===== config.mk =====
export PLATFORM = sky130hd
export DESIGN_NAME = dmem_ctrl
export DESIGN_NICKNAME = d
export VERILOG_FILES = /design/src/rtl/dmem_pkg.sv /design/src/rtl/dmem_lane.sv /design/src/rtl/dmem_ctrl.sv
export SDC_FILE = /design/constraint.sdc
export NUM_CORES = 1
export LEC_CHECK = 0
export ABC_AREA = 1
export CAP_MARGIN = 20
export CORE_ASPECT_RATIO = 1.5
export CORE_MARGIN = 2
export CORE_UTILIZATION = 38
export DETAILED_ROUTE_END_ITERATION = 12
export GPL_TIMING_DRIVEN = 0
export PLACE_DENSITY = 0.77
export SETUP_SLACK_MARGIN = 0.5
export SLEW_MARGIN = 20
export SYNTH_ARGS = -nofsm -noshare
export SYNTH_HDL_FRONTEND = slang
export SYNTH_SLANG_ARGS = --single-unit
export TNS_END_PERCENT = 1

===== constraint.sdc =====
create_clock -name clk -period 3.5 [get_ports clk]
set_input_delay 0.875 -clock clk [delete_from_list [all_inputs] [get_ports clk]]
set_output_delay 0.875 -clock clk [all_outputs]
set_load 0.01 [all_outputs]

===== src/rtl/dmem_pkg.sv =====
// dmem_pkg -- shared definitions for the data-memory controller.
//   state_t         : controller FSM states (IDLE, ACCESS, DONE)
//   BE_WORD         : byte-lane enables for a full 32-bit access
//   TIMEOUT_DEFAULT : default number of ACCESS cycles allowed before a fault
package dmem_pkg;

  typedef enum logic [1:0] {
    IDLE   = 2'd0,
    ACCESS = 2'd1,
    DONE   = 2'd2
  } state_t;

  localparam logic [3:0] BE_WORD         = 4'b1111;
  localparam int         TIMEOUT_DEFAULT = 15;

endpackage


===== src/rtl/dmem_lane.sv =====
// dmem_lane -- combinational byte-lane steering for dmem_ctrl.
// Write side (driven from the request as it is accepted):
//   wr_byte  in  : byte store/load selected
//   wr_off   in  : address bits [1:0] of the request
//   wr_data  in  : store data from the datapath
//   wr_be    out : lane enables (BE_WORD for words, one-hot for bytes)
//   wr_lanes out : bus write data (byte replicated onto all lanes for bytes)
// Read side (driven from the registered request while the bus answers):
//   rd_byte  in  : registered byte flag
//   rd_off   in  : registered address bits [1:0]
//   rd_data  in  : raw bus read data
//   rd_result out: load result (addressed lane zero-extended for bytes)
module dmem_lane
  import dmem_pkg::*;
(
  input  logic        wr_byte,
  input  logic [1:0]  wr_off,
  input  logic [31:0] wr_data,
  output logic [3:0]  wr_be,
  output logic [31:0] wr_lanes,
  input  logic        rd_byte,
  input  logic [1:0]  rd_off,
  input  logic [31:0] rd_data,
  output logic [31:0] rd_result
);

  logic [7:0] rd_lane [4];

  for (genvar gi = 0; gi < 4; gi++) begin : g_lane
    assign rd_lane[gi] = rd_data[8*gi +: 8];
  end

  always_comb begin
    wr_be     = BE_WORD;
    wr_lanes  = wr_data;
    rd_result = rd_data;
    if (wr_byte) begin
      wr_be    = 4'b0001 << wr_off;
      wr_lanes = {4{wr_data[7:0]}};
    end
    if (rd_byte) begin
      rd_result = {24'h000000, rd_lane[rd_off]};
    end
  end

endmodule


===== src/rtl/dmem_ctrl.sv =====
// dmem_ctrl -- data-memory access controller between the CPU datapath and a
// simple request/acknowledge bus.
// Optional feature: define DMEM_BYTE_ACCESS_EN to compile in byte accesses
// (ByteOp). Without it ByteOp is ignored and every access is a word access.
// Ports:
//   clk, reset (async, active-high)
//   MemWrite, MemRead, ByteOp, ALUResult, WriteData : request from the core
//   ReadData  : registered load result, held until the next load ends
//   Stall     : freezes PC/register write while an access is in flight
//   MemFault  : one-cycle pulse on misaligned or timed-out access
//   bus_req, bus_we, bus_addr, bus_wdata, bus_be : registered bus request
//   bus_ack, bus_rdata : bus completion and load data
// Parameter TIMEOUT: ACCESS cycles without bus_ack before the access faults.
module dmem_ctrl
  import dmem_pkg::*;
#(
  parameter int TIMEOUT = TIMEOUT_DEFAULT
) (
  input  logic        clk,
  input  logic        reset,
  input  logic        MemWrite,
  input  logic        MemRead,
  input  logic        ByteOp,
  input  logic [31:0] ALUResult,
  input  logic [31:0] WriteData,
  output logic [31:0] ReadData,
  output logic        Stall,
  output logic        MemFault,
  output logic        bus_req,
  output logic        bus_we,
  output logic [31:0] bus_addr,
  output logic [31:0] bus_wdata,
  output logic [3:0]  bus_be,
  input  logic        bus_ack,
  input  logic [31:0] bus_rdata
);

  localparam int             CW       = $clog2(TIMEOUT + 1);
  // The counter holds the number of ACCESS cycles already completed, so the
  // cycle that sees this value is the TIMEOUT-th one.
  localparam logic [CW-1:0]  CNT_LAST = CW'(TIMEOUT - 1);

  state_t        state_reg, state_next;
  logic [CW-1:0] cnt_reg, cnt_next;
  logic [31:0]   rdata_reg, rdata_next;
  logic          fault_reg, fault_next;
  logic          req_reg, req_next;
  logic          we_reg, we_next;
  logic [31:0]   addr_reg, addr_next;
  logic [31:0]   wdata_reg, wdata_next;
  logic [3:0]    be_reg, be_next;
  logic [1:0]    off_reg, off_next;
  logic          byte_reg, byte_next;
  logic          stall_int;

  logic          byte_op;
  logic          misaligned;
  logic [3:0]    lane_be;
  logic [31:0]   lane_wdata;
  logic [31:0]   lane_rdata;

`ifdef DMEM_BYTE_ACCESS_EN
  assign byte_op = ByteOp;
`else
  logic unused_byte_op;
  assign unused_byte_op = ByteOp;
  assign byte_op        = 1'b0;
`endif

  assign misaligned = !byte_op && (ALUResult[1:0] != 2'b00);

  dmem_lane u_lane (
    .wr_byte   (byte_op),
    .wr_off    (ALUResult[1:0]),
    .wr_data   (WriteData),
    .wr_be     (lane_be),
    .wr_lanes  (lane_wdata),
    .rd_byte   (byte_reg),
    .rd_off    (off_reg),
    .rd_data   (bus_rdata),
    .rd_result (lane_rdata)
  );

  always_ff @(posedge clk or posedge reset) begin
    if (reset) begin
      state_reg <= IDLE;
    end else begin
      state_reg <= state_next;
    end
  end

  always_ff @(posedge clk or posedge reset) begin
    if (reset) begin
      cnt_reg   <= '0;
      rdata_reg <= '0;
      fault_reg <= 1'b0;
      req_reg   <= 1'b0;
      we_reg    <= 1'b0;
      addr_reg  <= '0;
      wdata_reg <= '0;
      be_reg    <= '0;
      off_reg   <= '0;
      byte_reg  <= 1'b0;
    end else begin
      cnt_reg   <= cnt_next;
      rdata_reg <= rdata_next;
      fault_reg <= fault_next;
      req_reg   <= req_next;
      we_reg    <= we_next;
      addr_reg  <= addr_next;
      wdata_reg <= wdata_next;
      be_reg    <= be_next;
      off_reg   <= off_next;
      byte_reg  <= byte_next;
    end
  end

  always_comb begin
    state_next = state_reg;
    cnt_next   = cnt_reg;
    rdata_next = rdata_reg;
    fault_next = 1'b0;
    req_next   = req_reg;
    we_next    = we_reg;
    addr_next  = addr_reg;
    wdata_next = wdata_reg;
    be_next    = be_reg;
    off_next   = off_reg;
    byte_next  = byte_reg;
    stall_int  = 1'b0;

    unique case (state_reg)
      IDLE: begin
        if (MemRead || MemWrite) begin
          if (misaligned) begin
            // Rejected before touching the bus; the core is not stalled.
            fault_next = 1'b1;
            if (!MemWrite) begin
              rdata_next = '0;
            end
          end else begin
            stall_int  = 1'b1;
            req_next   = 1'b1;
            we_next    = MemWrite;  // read+write together is a store
            addr_next  = {ALUResult[31:2], 2'b00};
            wdata_next = lane_wdata;
            be_next    = lane_be;
            off_next   = ALUResult[1:0];
            byte_next  = byte_op;
            cnt_next   = '0;
            state_next = ACCESS;
          end
        end
      end

      ACCESS: begin
        stall_int = 1'b1;
        // Ack is tested first so it wins over a simultaneous timeout.
        if (bus_ack) begin
          req_next   = 1'b0;
          if (!we_reg) begin
            rdata_next = lane_rdata;
          end
          state_next = DONE;
        end else if (cnt_reg == CNT_LAST) begin
          req_next   = 1'b0;
          fault_next = 1'b1;
          if (!we_reg) begin
            rdata_next = '0;
          end
          state_next = DONE;
        end else begin
          cnt_next = cnt_reg + CW'(1);
        end
      end

      DONE: begin
        // Release the core for one cycle; the request still on the inputs
        // belongs to the instruction that just finished.
        cnt_next   = '0;
        state_next = IDLE;
      end

      default: begin
        state_next = IDLE;
      end
    endcase
  end

  assign Stall     = stall_int && !reset;
  assign ReadData  = rdata_reg;
  assign MemFault  = fault_reg;
  assign bus_req   = req_reg;
  assign bus_we    = we_reg;
  assign bus_addr  = addr_reg;
  assign bus_wdata = wdata_reg;
  assign bus_be    = be_reg;

endmodule


==> metrics.cfg, run 1 <==
[drt]
via_count=4220
wl_per_cell_um=13.4
drt_iter0_drc=175
drc=0
viasPerCell=4.57
finalWirelength_mm=12.4
ant_nets=0
drt_first_pass_iters=4

[floorplan]
rows=49
ios=206
design.die.area_um2=13200
fp.dieH_um=140
core_area_um2=12000
start_util_pct=38.9
dieWidth_um=94.6

[grt]
grt_pass1_vias=4129
gr-total-overflow=0
gr-usage-all-layers_pct=18.9
grt_antenna_before_repair=0
grt_max_degree=36
grt_pass1_wl_mm=19.8

[critical_path]
cp-end-kind=primary output
path_cells=clkdlybuf4s50_1 > nor2_4 > nand3_4 > buf_8 > a21oi_1 > buf_2
critPathMaxStageDelay_ns=0.46
worst-path-max-fanout=10
cp-start-kind=input port
crit_type=input port to primary output
worstPathRequired_ns=2.62
r2r_setup_slack_ns=1.99
critical_path_arrival_ns=2.05
critPathSlowestCell=clkdlybuf4s50_1

[cells_and_area]
fin_nets=870
drive_above_1_share_pct=10.9
final_cells=924
final_common_cell=clkdlybuf4s50_1
area_growth_pct=55.2
final_cell_mix=clkdlybuf4s50_1, nand2_1, dfrtp_1, inv_1, nor2_1
diodes=0
design_area_um2=7260

[place]
place_area_um2=6950
dp_hpwl_mm=9.59
dp.cells=907
portBuffers=201
place_congestion=0.800

[clock_network]
cts_tree=built
numCtsBuffers=9
htreeDepth=3
cts_root_buf=clkbuf_16
clk_latency_ns=0.35
cts_buffer_depth=2
clk_pin_slew_ns=0.07
clock-sinks=104
hold_buffers=0

[status]
status=finished clean

[yosys]
synthDistinctLibCells=24
syn_avg_cell_area_um2=8.52
yosysWarnings=0
ys_ff_latch=104
synth_area_um2=4680
yosysSeqAreaShare_pct=55.6
postSynthCellCount=549

[power_and_ir_drop]
total_leakage_power_nw=3.59
p_per_area_nw_per_um2=505
ir_drop_mv=0.323

[timing]
clock.fmax_mhz=342
rsz0062_at_grt=false
hold_viol=0
setup_tns_ns=0
skew_ns=0.0119
fin_crit_sh_pct=83.6
drv_slew=0
period_needed_ns=2.93
setup_viol=0
hold-worst-slack_ns=0.488

[min_path]
worstHoldPathType=flip-flop to flip-flop

[run]
maxCapViolations=0

==> Yosys cell counts <==
cell type | count | area (um2)
or2_2 | 2 | 12.5
inv_2 | 1 | 3.75
o31ai_1 | 1 | 7.51
inv_1 | 73 | 274
nand2_2 | 3 | 18.8
dfrtp_1 | 104 | 2600
buf_2 | 11 | 55.1
nand4_1 | 1 | 6.26
buf_4 | 5 | 37.5
nand3_1 | 34 | 170
nor2_1 | 37 | 139
clkbuf_1 | 4 | 15.0
o21ai_1 | 32 | 160
a21oi_1 | 1 | 5.00
nand2_1 | 179 | 672
nor2_2 | 3 | 18.8
conb_1 | 1 | 3.75
buf_6 | 15 | 169
ha_1 | 2 | 25.0
nand2_4 | 1 | 11.3
nand3_2 | 2 | 20.0
buf_1 | 1 | 3.75
o21ai_2 | 18 | 158
o21ai_0 | 18 | 90.1
==> worst max-delay path: cells and delay by family <==
kind,cells,cell delay [ns]
AO/OA/AOI/OAI,1,0.11
buffers and inverters,3,0.76
AND/OR/NAND/NOR,2,0.30
==> report_power, final <==
group          internal (mW)  switching [mW]
registers               1.43           0.132
clock network          0.507           0.448
logic                  0.644           0.509
==> metal layers <==
| metal | track usage [%] | share of wire [%] | up-vias |
|---|---|---|---|
| met4 | 7.78 | 2.9 | 0 |
| met5 | 0 | 0 | - |
| li1 | - | - | 2092 |
| met2 | 33.1 | 52 | 159 |
| met1 | 21.2 | 38 | 1942 |
| met3 | 5.59 | 7.8 | 27 |
==> cell families after synthesis <==
family                   Yosys count  share of synthesized area [%]
AO/OA/AOI/OAI                     70                           8.99
adder cells (fa/ha/maj)            2                          0.535
buffers and inverters            110                           11.9
flip-flops                       104                           55.6
other                              1                         0.0802
AND/OR/NAND/NOR                  262                           22.8
==> worst paths after layout <==
check                                    from       endpoint  cells after the start
worst min-delay path            bus_wdata[14]  bus_wdata[14]                      2
worst min register to register  bus_wdata[14]  bus_wdata[14]                      2
worst max-delay path             ALUResult[1]          Stall                      6
max in group asynchronous               reset  bus_wdata[22]                      3
min in group asynchronous               reset    bus_addr[5]                      2
worst max register to register     cnt_reg[0]   ReadData[12]                      8
==> metrics by stage <==
stage	power, mW	utilization (%)	worst slack, ns
after global placement	2.70	57.3	-0.116
after floorplan	2.04	-	1.06
final	3.67	60.4	0.574
after detailed placement	2.74	57.8	-0.105
after global routing	3.88	60.4	0.511
after CTS	3.71	60.4	0.519
==> timing repair <==
action,4_1_cts,5_1_grt
setup buffers,0,1
endpoints found under the setup margin,1,1
resized for setup,10,1
pin swaps,0,1
endpoints found under the hold margin,0,0
==> area by class of cell <==
cell class	count	area, um2
fillers	1057	4750
well taps	153	191
repair buffers	205	2070
multi-input cells	336	1540
plain buffers	36	292
clock inverters	5	41.3
clock buffers	11	243
inverters	74	282
flip-flops and latches	104	2600
Power figures use the tool's default switching activity.
==> run 2: changes to the inputs <==
==> constraint.sdc (replaced) <==
create_clock -name clk -period 2.64 [get_ports clk]
set_input_delay 0.66 -clock clk [delete_from_list [all_inputs] [get_ports clk]]
set_output_delay 0.66 -clock clk [all_outputs]
set_load 0.01 [all_outputs]
==> metrics.cfg, run 2 (same netlist as run 1, synthesis figures left out) <==
[grt]
grt_antenna_before_repair=0  ; unchanged
gr-total-overflow=0  ; unchanged
grt_pass1_wl_mm=19.8  ; about the same
grt_max_degree=36  ; unchanged
grt_pass1_vias=4132  ; +0.073%
gr-usage-all-layers_pct=18.9  ; about the same

[cells_and_area]
area_growth_pct=57.2
final_cell_mix=clkdlybuf4s50_1, nand2_1, dfrtp_1, inv_1, nor2_1
fin_nets=880  ; +1.1%
fill_cells=1048  ; -0.85%
diodes=0  ; unchanged
design_area_um2=7360  ; +1.3%
drive_above_1_share_pct=13.3  ; +2.4 points
final_common_cell=clkdlybuf4s50_1
final_cells=934  ; +1.1%

[place]
dp.cells=907  ; unchanged
portBuffers=201  ; unchanged
place_congestion=0.800  ; unchanged
dpl_worst_slack_ns=-0.535  ; -0.430 ns
place_area_um2=6950  ; unchanged
dp_hpwl_mm=9.59  ; unchanged

[drt]
wl_met1_mm=4.76  ; +2.1%
viasPerCell=4.57  ; about the same
drc=0  ; unchanged
wl_per_cell_um=13.4  ; +0.30%
drt_iter0_drc=156  ; -11%
drt_first_pass_iters=5  ; +1
top_layer=met4
routed-wl-met3_um=915  ; -5.3%
ant_nets=0  ; unchanged
via_count=4267  ; +1.1%
finalWirelength_mm=12.6  ; +1.4%
dr_wl_met2_mm=6.51  ; +1.7%

[floorplan]
start_util_pct=38.9  ; unchanged
core_area_um2=12000  ; unchanged
ios=206  ; unchanged
rows=49  ; unchanged
dieWidth_um=94.6  ; unchanged
design.die.area_um2=13200  ; unchanged
fp.dieH_um=140  ; unchanged

[min_path]
holdCritStartpoint=bus_wdata[14]
hold_end=bus_wdata[14]
whs_path_depth=2  ; unchanged
worstHoldPathType=flip-flop to flip-flop

[clock_network]
cts_buffer_depth=2  ; unchanged
cts_root_buf=clkbuf_16
clk_pin_slew_ns=0.07  ; about the same
htreeDepth=3  ; unchanged
hold_buffers=0  ; unchanged
clk_latency_ns=0.35  ; about the same
clock-sinks=104  ; unchanged
cts_tree=built
numCtsBuffers=9  ; unchanged

[critical_path]
worstPathRequired_ns=1.98  ; -0.64 ns
worst-path-max-fanout=3  ; -7
critical_path_arrival_ns=1.46  ; -0.59 ns
cp-end-kind=primary output
timing.rr.end=ReadData[12]
crit_type=flip-flop to primary output
r2r-start=cnt_reg[0]
r2r_setup_slack_ns=1.14  ; -0.85 ns
cp-start-kind=flip-flop
r2r_cells=8  ; unchanged

[timing]
period_needed_ns=2.12
worst_slack_ns=0.521  ; -0.0527 ns
setup_tns_ns=0  ; unchanged
skew_ns=0.0131  ; +0.00127 ns
setup_viol=0  ; unchanged
rsz0062_at_grt=true
hold_viol=0  ; unchanged
hold-worst-slack_ns=0.488  ; -0.00000100 ns
fin_crit_sh_pct=80.3
drv_slew=0  ; unchanged
clock.fmax_mhz=472

[run]
maxCapViolations=0  ; unchanged

[status]
status=finished clean

[power_and_ir_drop]
p_per_area_nw_per_um2=666  ; +32%
ir_drop_mv=0.429  ; +33%
total_leakage_power_nw=3.65  ; +1.7%

## run 2: cell count changes in the layout (fill, tap and decap cells not counted), moves of 2 or more
cell,before,now
inv_1,72,69
clkdlybuf4s50_1,200,196
buf_2,12,14
buf_4,6,16
nand2_4,1,3
inv_2,1,4
## run 2: routing by layer
layer | vias up | GRT usage, %
met5 | - | 0
met3 | 29 | 5.54
met4 | 0 | 8.01
met1 | 1972 | 21.3
li1 | 2111 | -
met2 | 155 | 32.9
## run 2: cell type report
type	instances	area, um2	area share (%)
clock inverter	5	41.3	0.561
tap	153	191	2.60
clock buffer	11	243	3.30
buffer	36	308	4.18
multi-input combinational	336	1560	21.2
sequential	104	2600	35.4
timing repair buffer	215	2130	29.0
inverter	74	282	3.83
## run 2: what timing repair did
| item | CTS | global route |
|---|---|---|
| cloned | 0 | 0 |
| setup buffers | 4 | 7 |
| resized for setup | 33 | 4 |
| endpoints found under the hold margin | 0 | 0 |
| endpoints found under the setup margin | 1 | 3 |
| pin swaps | 3 | 4 |
## run 2: worst max-delay path by stage
stage,start,depth (start not counted),slack [ns],end
after global placement,ALUResult[1],6,-0.55,Stall
after floorplan,ALUResult[1],4,0.63,Stall
after CTS,MemRead,7,0.50,Stall
final,state_reg[0],5,0.52,Stall
after detailed placement,ALUResult[1],6,-0.53,Stall
after global routing,state_reg[0],5,0.47,Stall
## run 2: through the flow
step	total power [mW]	util [%]
final	4.90	61.2
after global routing	5.18	61.2
after CTS	4.94	60.8
after detailed placement	3.63	57.8
after global placement	3.58	57.3
after floorplan	2.71	-
## run 2: report_power, final
part           internal, mW  total, mW  switching (mW)
clock network         0.673       1.27           0.596
logic                 0.875       1.56           0.683
registers              1.89       2.07           0.179
## run 2: critical path, cell delays in order, from the launching register on
cell and delay (ns):
dfrtp_2 0.44, nor2_4 0.17, nand3_4 0.10, clkbuf_16 0.16
a21oi_2 0.11, buf_2 0.14
